**src/rtl/id_ex_stage.sv**
```systemverilog
// ID/EX pipeline register with load-use / jr-after-load hazard detection for the 5-stage MIPS pipeline.
// Optional hazard statistics counters are compiled in when HAZARD_STATS_EN is defined.
module id_ex_stage #(
    parameter int          CTRL_W   = 12,
    parameter logic [2:0]  JR_PCSRC = 3'b011
) (
    input  logic              clk,
    input  logic              reset,
    input  logic              hold,
    input  logic              flush,
    input  logic [31:0]       instruction_IF_ID,
    input  logic [31:0]       PC_plus4_IF_ID,
    input  logic [31:0]       rs_data_ID,
    input  logic [31:0]       rt_data_ID,
    input  logic [31:0]       imm_ext_ID,
    input  logic [CTRL_W-1:0] ctrl_ID,
    input  logic [1:0]        RegDst_ID,
    input  logic [2:0]        PCSrc,
    input  logic              MemRead_EX_MEM,
    input  logic [4:0]        EX_MEM_Rd,
    output logic [31:0]       instruction_ID_EX,
    output logic [31:0]       PC_plus4_ID_EX,
    output logic [31:0]       rs_data_ID_EX,
    output logic [31:0]       rt_data_ID_EX,
    output logic [31:0]       imm_ext_ID_EX,
    output logic [CTRL_W-1:0] ctrl_ID_EX,
    output logic [1:0]        ID_EX_RegDst,
    output logic [4:0]        RS_ID_EX,
    output logic [4:0]        RT_ID_EX,
    output logic              RegWrite_ID_EX,
    output logic              stall_IF_ID
`ifdef HAZARD_STATS_EN
    ,
    output logic [31:0]       stall_count,
    output logic [31:0]       bubble_count
`endif
);

    logic [4:0] dest_ex;
    logic [4:0] rs_if;
    logic [4:0] rt_if;
    logic       load_ex;
    logic       lu_hz;
    logic       jr_hz;
    logic       hazard;
    logic       bubble;

    assign rs_if   = instruction_IF_ID[25:21];
    assign rt_if   = instruction_IF_ID[20:16];
    assign load_ex = ctrl_ID_EX[1];

    always_comb begin
        dest_ex = 5'd0;
        unique case (ID_EX_RegDst)
            2'b00:   dest_ex = instruction_ID_EX[15:11];
            2'b01:   dest_ex = instruction_ID_EX[20:16];
            2'b10:   dest_ex = 5'd31;
            default: dest_ex = 5'd0;
        endcase
    end

    // A jr needs its target in ID, so a load still in EX costs two cycles and one in MEM costs one.
    assign lu_hz  = load_ex && (dest_ex != 5'd0) && ((dest_ex == rs_if) || (dest_ex == rt_if));
    assign jr_hz  = (PCSrc == JR_PCSRC) && (rs_if != 5'd0) &&
                    ((load_ex && (dest_ex == rs_if)) || (MemRead_EX_MEM && (EX_MEM_Rd == rs_if)));
    assign hazard = lu_hz || jr_hz;

    assign stall_IF_ID = hazard && !flush && !hold;
    assign bubble      = !hold && (flush || hazard);

    // ID -> EX register boundary
    always_ff @(posedge clk or posedge reset) begin
        if (reset) begin
            instruction_ID_EX <= '0;
            PC_plus4_ID_EX    <= '0;
            rs_data_ID_EX     <= '0;
            rt_data_ID_EX     <= '0;
            imm_ext_ID_EX     <= '0;
            ctrl_ID_EX        <= '0;
            ID_EX_RegDst      <= 2'b11;
        end else if (hold) begin
            instruction_ID_EX <= instruction_ID_EX;
        end else if (bubble) begin
            instruction_ID_EX <= '0;
            PC_plus4_ID_EX    <= '0;
            rs_data_ID_EX     <= '0;
            rt_data_ID_EX     <= '0;
            imm_ext_ID_EX     <= '0;
            ctrl_ID_EX        <= '0;
            ID_EX_RegDst      <= 2'b11;
        end else begin
            instruction_ID_EX <= instruction_IF_ID;
            PC_plus4_ID_EX    <= PC_plus4_IF_ID;
            rs_data_ID_EX     <= rs_data_ID;
            rt_data_ID_EX     <= rt_data_ID;
            imm_ext_ID_EX     <= imm_ext_ID;
            ctrl_ID_EX        <= ctrl_ID;
            ID_EX_RegDst      <= RegDst_ID;
        end
    end

    assign RS_ID_EX       = instruction_ID_EX[25:21];
    assign RT_ID_EX       = instruction_ID_EX[20:16];
    assign RegWrite_ID_EX = ctrl_ID_EX[0];

`ifdef HAZARD_STATS_EN
    always_ff @(posedge clk or posedge reset) begin
        if (reset) begin
            stall_count  <= '0;
            bubble_count <= '0;
        end else begin
            if (stall_IF_ID) stall_count <= stall_count + 32'd1;
            if (bubble)      bubble_count <= bubble_count + 32'd1;
        end
    end
`endif

endmodule

```
**config.mk**
```make
export PLATFORM = sky130hd
export DESIGN_NAME = id_ex_stage
export DESIGN_NICKNAME = d
export VERILOG_FILES = /design/src/rtl/id_ex_stage.sv
export SDC_FILE = /design/constraint.sdc
export NUM_CORES = 1
export LEC_CHECK = 0
export CAP_MARGIN = 25
export CORE_MARGIN = 2
export CORE_UTILIZATION = 44
export DETAILED_ROUTE_END_ITERATION = 8
export GPL_ROUTABILITY_DRIVEN = 0
export PLACE_DENSITY = 0.82
export SETUP_SLACK_MARGIN = 0.2
export SYNTH_ARGS = -nofsm -noshare
export SYNTH_HDL_FRONTEND = slang
export SYNTH_SLANG_ARGS = --single-unit
export TNS_END_PERCENT = 100
```
**constraint.sdc**
```tcl
create_clock -name clk -period 7.9 [get_ports clk]
set_input_delay 1.58 -clock clk [delete_from_list [all_inputs] [get_ports clk]]
set_output_delay 1.58 -clock clk [all_outputs]
set_load 0.02 [all_outputs]
```
# --- After elaboration in Yosys (flattened, before gate mapping) ---
# Cells that the tools add are included.
word_totals:
  regBits: 174
classes:
  eq_ne: 6
  muxes: 8
  n_reduce_logical: 18
ops:
  columns: ["cell", "n"]
  rows:
  - ["$mux W32", 5]
  - ["$eq A5 B5 Y1", 3]
  - ["$pmux W5 S3", 1]
  - ["$mux W12", 1]
  - ["$reduce_bool A5 Y1", 2]
  - ["$logic_and A1 B1 Y1", 9]
  - ["$logic_or A1 B1 Y1", 4]
  - ["$eq A3 B2 Y1 const B", 1]
  - ["$eq A2 B1 Y1 const B", 1]
  - ["$eq A2 B2 Y1 const B", 1]
  - ["$logic_not A1 Y1", 2]
  - ["$logic_not A2 Y1", 1]
  - ["$mux W2", 1]

# --- Longest topological paths before layout ---
depth:
  ltp_word: 10
  depth_mapped: 9

# --- Worst setup path after synthesis ---
# No wires, ideal clock.
synth_timing:
  path_type: "input to output"
  from: "in instruction_IF_ID[22]"
  to: "out stall_IF_ID"
  arrival_time_ns: 2.838
  required_time_ns: 6.320
  path_slack_ns: 3.482
  cell_stages: 5
  n_path_buf: 1
  cell_sequence: "or4_1 -> o2111ai_2 -> buf_4 -> inv_1 -> o31a_1"
synth_via:
  elab_chain_len: 7
  word_cells_on_any_way: 13
  classes_between: "eq/ne: 2; reduce/logical: 11"
synth_rtl:
  columns: ["element", "line", "source"]
  rows:
  - ["from (decl)", "11", "input logic [31:0] instruction_IF_ID,"]
  - ["$eq A5 B5 Y1 (on tied branches)", "63, 65", null]
  - ["$logic_and A1 B1 Y1", "65", "((load_ex && (dest_ex == rs_if)) || (MemRead_EX_MEM && (EX_MEM_Rd == rs_if)));"]
  - ["$logic_or A1 B1 Y1", "65", null]
  - ["$logic_and A1 B1 Y1", "64", "assign jr_hz = (PCSrc == JR_PCSRC) && (rs_if != 5'd0) &&"]
  - ["$logic_or A1 B1 Y1 (*)", "66", "assign hazard = lu_hz || jr_hz;"]
  - ["$logic_and A1 B1 Y1 (*) (2 in series)", "68", "assign stall_IF_ID = hazard && !flush && !hold;"]
  - ["to (decl)", "31", "output logic stall_IF_ID"]
# Every way passes the cells marked *; elsewhere a longest branch is shown, timed or not.

# --- Final worst setup path ---
layout_timing:
  from: "in instruction_IF_ID[25]"
  to: "out stall_IF_ID"
# Same word-level chain as after synthesis.

==> flow_summary.toml <==
[clock_network]
cts.root.buffer_cell = "sky130_fd_sc_hd__clkbuf_16"
clock_path_buffers = 2
cts.sink_count = 174
worst_skew_pair.late_latency_ns = 0.42
hold_buffers = 0
cts_post_setup_buffers_inserted = 0
cts_repair_resize_count = 0
tritoncts_clock_tree = "done"
cts_made_buffers = 17
path_clk_slew_ns = 0.06
cts.htree.levels = 4

[timing]
max_clock_freq_mhz = 185
timing.setup.tns_ns = 0
fin_crit_ns = 5.42
clock-skew-final_ns = 0.0146
report.final.hold_viol_count = 0
slew_violations = 0
rsz0062_at_grt = "false"
setup_viol_count_final = 0
setup_slack_ns = 2.48
timing.final.crit_share_pct = 68.6
relSlewSlack_pct = 8.53
actual_transition_at_the_worst_max_transition_pin_ns = 1.37

[run_status]
run_status = "complete, no violations"

[critical_path]
timing.critical_path.mode_cell = "sky130_fd_sc_hd__clkdlybuf4s50_1"
startpoint_type = "input pin"
setup.reg_to_reg.worst_slack_ns = 4.44
crit_arrival_ns = 3.84
critical_path.max_fanout = 4
timing.critical_path.to_type = "output pin"
critical_path_cell_count = 7
crit_chain = "clkdlybuf4s50_1 -> xor2_1 -> nor4_1 -> o2111ai_4 -> inv_1 -> o31a_1 -> clkdlybuf4s50_1"
critPathRequiredTime_ns = 6.32
timing.critical_path.buf_inv = 3
cell_count_of_the_worst_reg_to_reg_path = 8
crit_family = "buffers and inverters"
cpMaxStageDelayCell = "sky130_fd_sc_hd__clkdlybuf4s50_1"
crit_type = "in2out"
worst_path_largest_cell_delay_ns = 0.61

[route]
routed_wire_length_per_instance_um = 19.1
postRouteAntennaNets = 0
vias_cell = 5.45
detail_route.drc_violations = 0
detailroute.via_count = 7796
drt_pass1_iterations = 5
drt_wl_total_mm = 27.3
dr.first_iter.drc_count = 400

[global_route]
grt_overflow_total = 0
maximum_number_of_pins_on_one_net_before_global_route_repair = 175
globalRouteTotalUtil_pct = 24.8
grt_antenna_before_repair = 0
grt_pass1_vias = 7620
wire_length_of_the_first_global_routing_pass_mm = 42.8

[pwr]
vdd.ir_drop.worst_v = 0.000128
p_per_area_nw_per_um2 = 185
leakage_nw = 5.42

[yosys]
synth.yosys.seq_area_share_pct = 48.8
synthesis.area_um2 = 8940
synth_cell_types = 28
avgSynthCellArea_um2 = 10.5
ys_ff_latch = 174
postSynthCellCount = 851
synth_nets = 1038
warning_count_from_the_yosys_run = 0

[job]
max_cap_violations = 0

[final_layout]
final_layout_size_suffix_gt1_share_pct = 17.1
fillCellCount = 1572
layout.cells.most_common_list = "371 x sky130_fd_sc_hd__clkdlybuf4s50_1, 174 x sky130_fd_sc_hd__nand3_1, 173 x sky130_fd_sc_hd__nand2_1"
layout-area-overhead-vs-synth_pct = 47.3
ff_latch_area_um2 = 4360
final_common_cell = "sky130_fd_sc_hd__clkdlybuf4s50_1"
post-route-util_pct = 65.5
diodes = 0
multi_input_comb_area_um2 = 3940
final_nets = 1334

[floorplan]
initial_utilization_pct = 44.4
chipWidth_um = 147
fp.dieArea_um2 = 21500
die-height_um = 147
row_count = 52
io_pins = 373
design.core.area_um2 = 20100

[hold_path]
min_delay_path_depth = 2
hold_class = "reg2reg"

[place]
port_buffers = 372
hpwlAfterDp_mm = 17.4
dp_worst_setup_slack_ns = 2.50
## worst register-to-register path: stages (launching register included)
cell	delay, ns
sky130_fd_sc_hd__dfstp_2	0.65
sky130_fd_sc_hd__nor3_1	0.09
sky130_fd_sc_hd__a21oi_1	0.33
sky130_fd_sc_hd__xnor2_1	0.16
sky130_fd_sc_hd__nand3_1	0.13
sky130_fd_sc_hd__nor4_4	0.20
sky130_fd_sc_hd__buf_4	0.84
sky130_fd_sc_hd__buf_4	0.72
sky130_fd_sc_hd__o31ai_2	0.17
## registers in the layout, indices dropped and copies added (netlist names)
signal and flops:
rs_data_ID_EX 32, imm_ext_ID_EX 32, rt_data_ID_EX 32, ctrl_ID_EX 12, instruction_ID_EX 32, ID_EX_RegDst 2
PC_plus4_ID_EX 32
## report_power, final
part           internal, mW  leakage [nW]  switching (mW)
clock network         0.507         0.292           0.374
logic                 0.281          2.86           0.266
registers             0.962          2.26          0.0467
## metrics by stage
stage / power, mW / instance area, um^2 / instances / hold WS [ns]
3_3_place_gp: 1.56 / 12500 / 1395 / 0.463
2_1_floorplan: 1.28 / 8940 / 851 / 0.594
6_report: 2.44 / 13200 / 1430 / 0.482
5_1_grt: 2.54 / 13200 / 1430 / 0.510
3_5_place_dp: 1.58 / 12500 / 1397 / 0.468
4_1_cts: 2.46 / 13100 / 1429 / 0.485
## synthesized netlist by cell type (all sizes together)
| master | number | area (um^2) |
|---|---|---|
| o31ai | 172 | 2020 |
| inv | 3 | 11.3 |
| dfrtp | 172 | 4300 |
| o32a | 2 | 20.0 |
| nand2b | 5 | 31.3 |
| dfstp | 2 | 52.6 |
| nand3 | 175 | 881 |
| nor4 | 4 | 46.3 |
| nand3b | 2 | 15.0 |
| xor2 | 8 | 70.1 |
| o31a | 1 | 8.76 |
| o21ai | 1 | 5.00 |
| a21oi | 5 | 25.0 |
| nor2 | 2 | 7.51 |
| nand2 | 173 | 649 |
| clkbuf | 42 | 158 |
| buf | 66 | 503 |
| or4 | 2 | 15.0 |
| o2111ai | 1 | 15.0 |
| nor3 | 5 | 25.0 |
| and4b | 1 | 10.0 |
| xnor2 | 7 | 61.3 |
## path summary, 6_finish.rpt
path	start	to
setup / recovery	instruction_IF_ID[25]	stall_IF_ID
hold / removal	imm_ext_ID_EX[21]$_DFFE_PP0N_	imm_ext_ID_EX[21]$_DFFE_PP0N_
setup reg to reg	ID_EX_RegDst[0]$_DFFE_PP1N_	PC_plus4_ID_EX[23]$_DFFE_PP0N_
hold reg to reg	imm_ext_ID_EX[21]$_DFFE_PP0N_	imm_ext_ID_EX[21]$_DFFE_PP0N_
max in group asynchronous	reset	rt_data_ID_EX[6]$_DFFE_PP0N_
min in group asynchronous	reset	rt_data_ID_EX[30]$_DFFE_PP0N_
## kinds of logic after synthesis
group / after synthesis / synth area share [%]
flops: 174 / 48.8
simple gates: 369 / 18.8
xor+xnor: 15 / 1.47
compound gates: 182 / 23.5
buf+inv: 111 / 7.52
## layout make-up
cell class,count,share of cell area (%)
Sequential cell,174,33.1
Multi-Input combinational cell,566,29.9
Timing Repair Buffer,385,29.7
Clock buffer,19,3.29
Tap cell,270,2.57
Clock inverter,13,1.39
Inverter,3,0.124
## routing by layer
metal  global-route usage (%)  share of wire [%]  vias up
li1                         -                  -     3635
met1                     32.5                 41     3823
met2                     40.0                 49      302
met3                     7.22                7.7       36
met4                     7.52                2.1        0
met5                        0                  0        -
(Power assumes the default switching activity.)
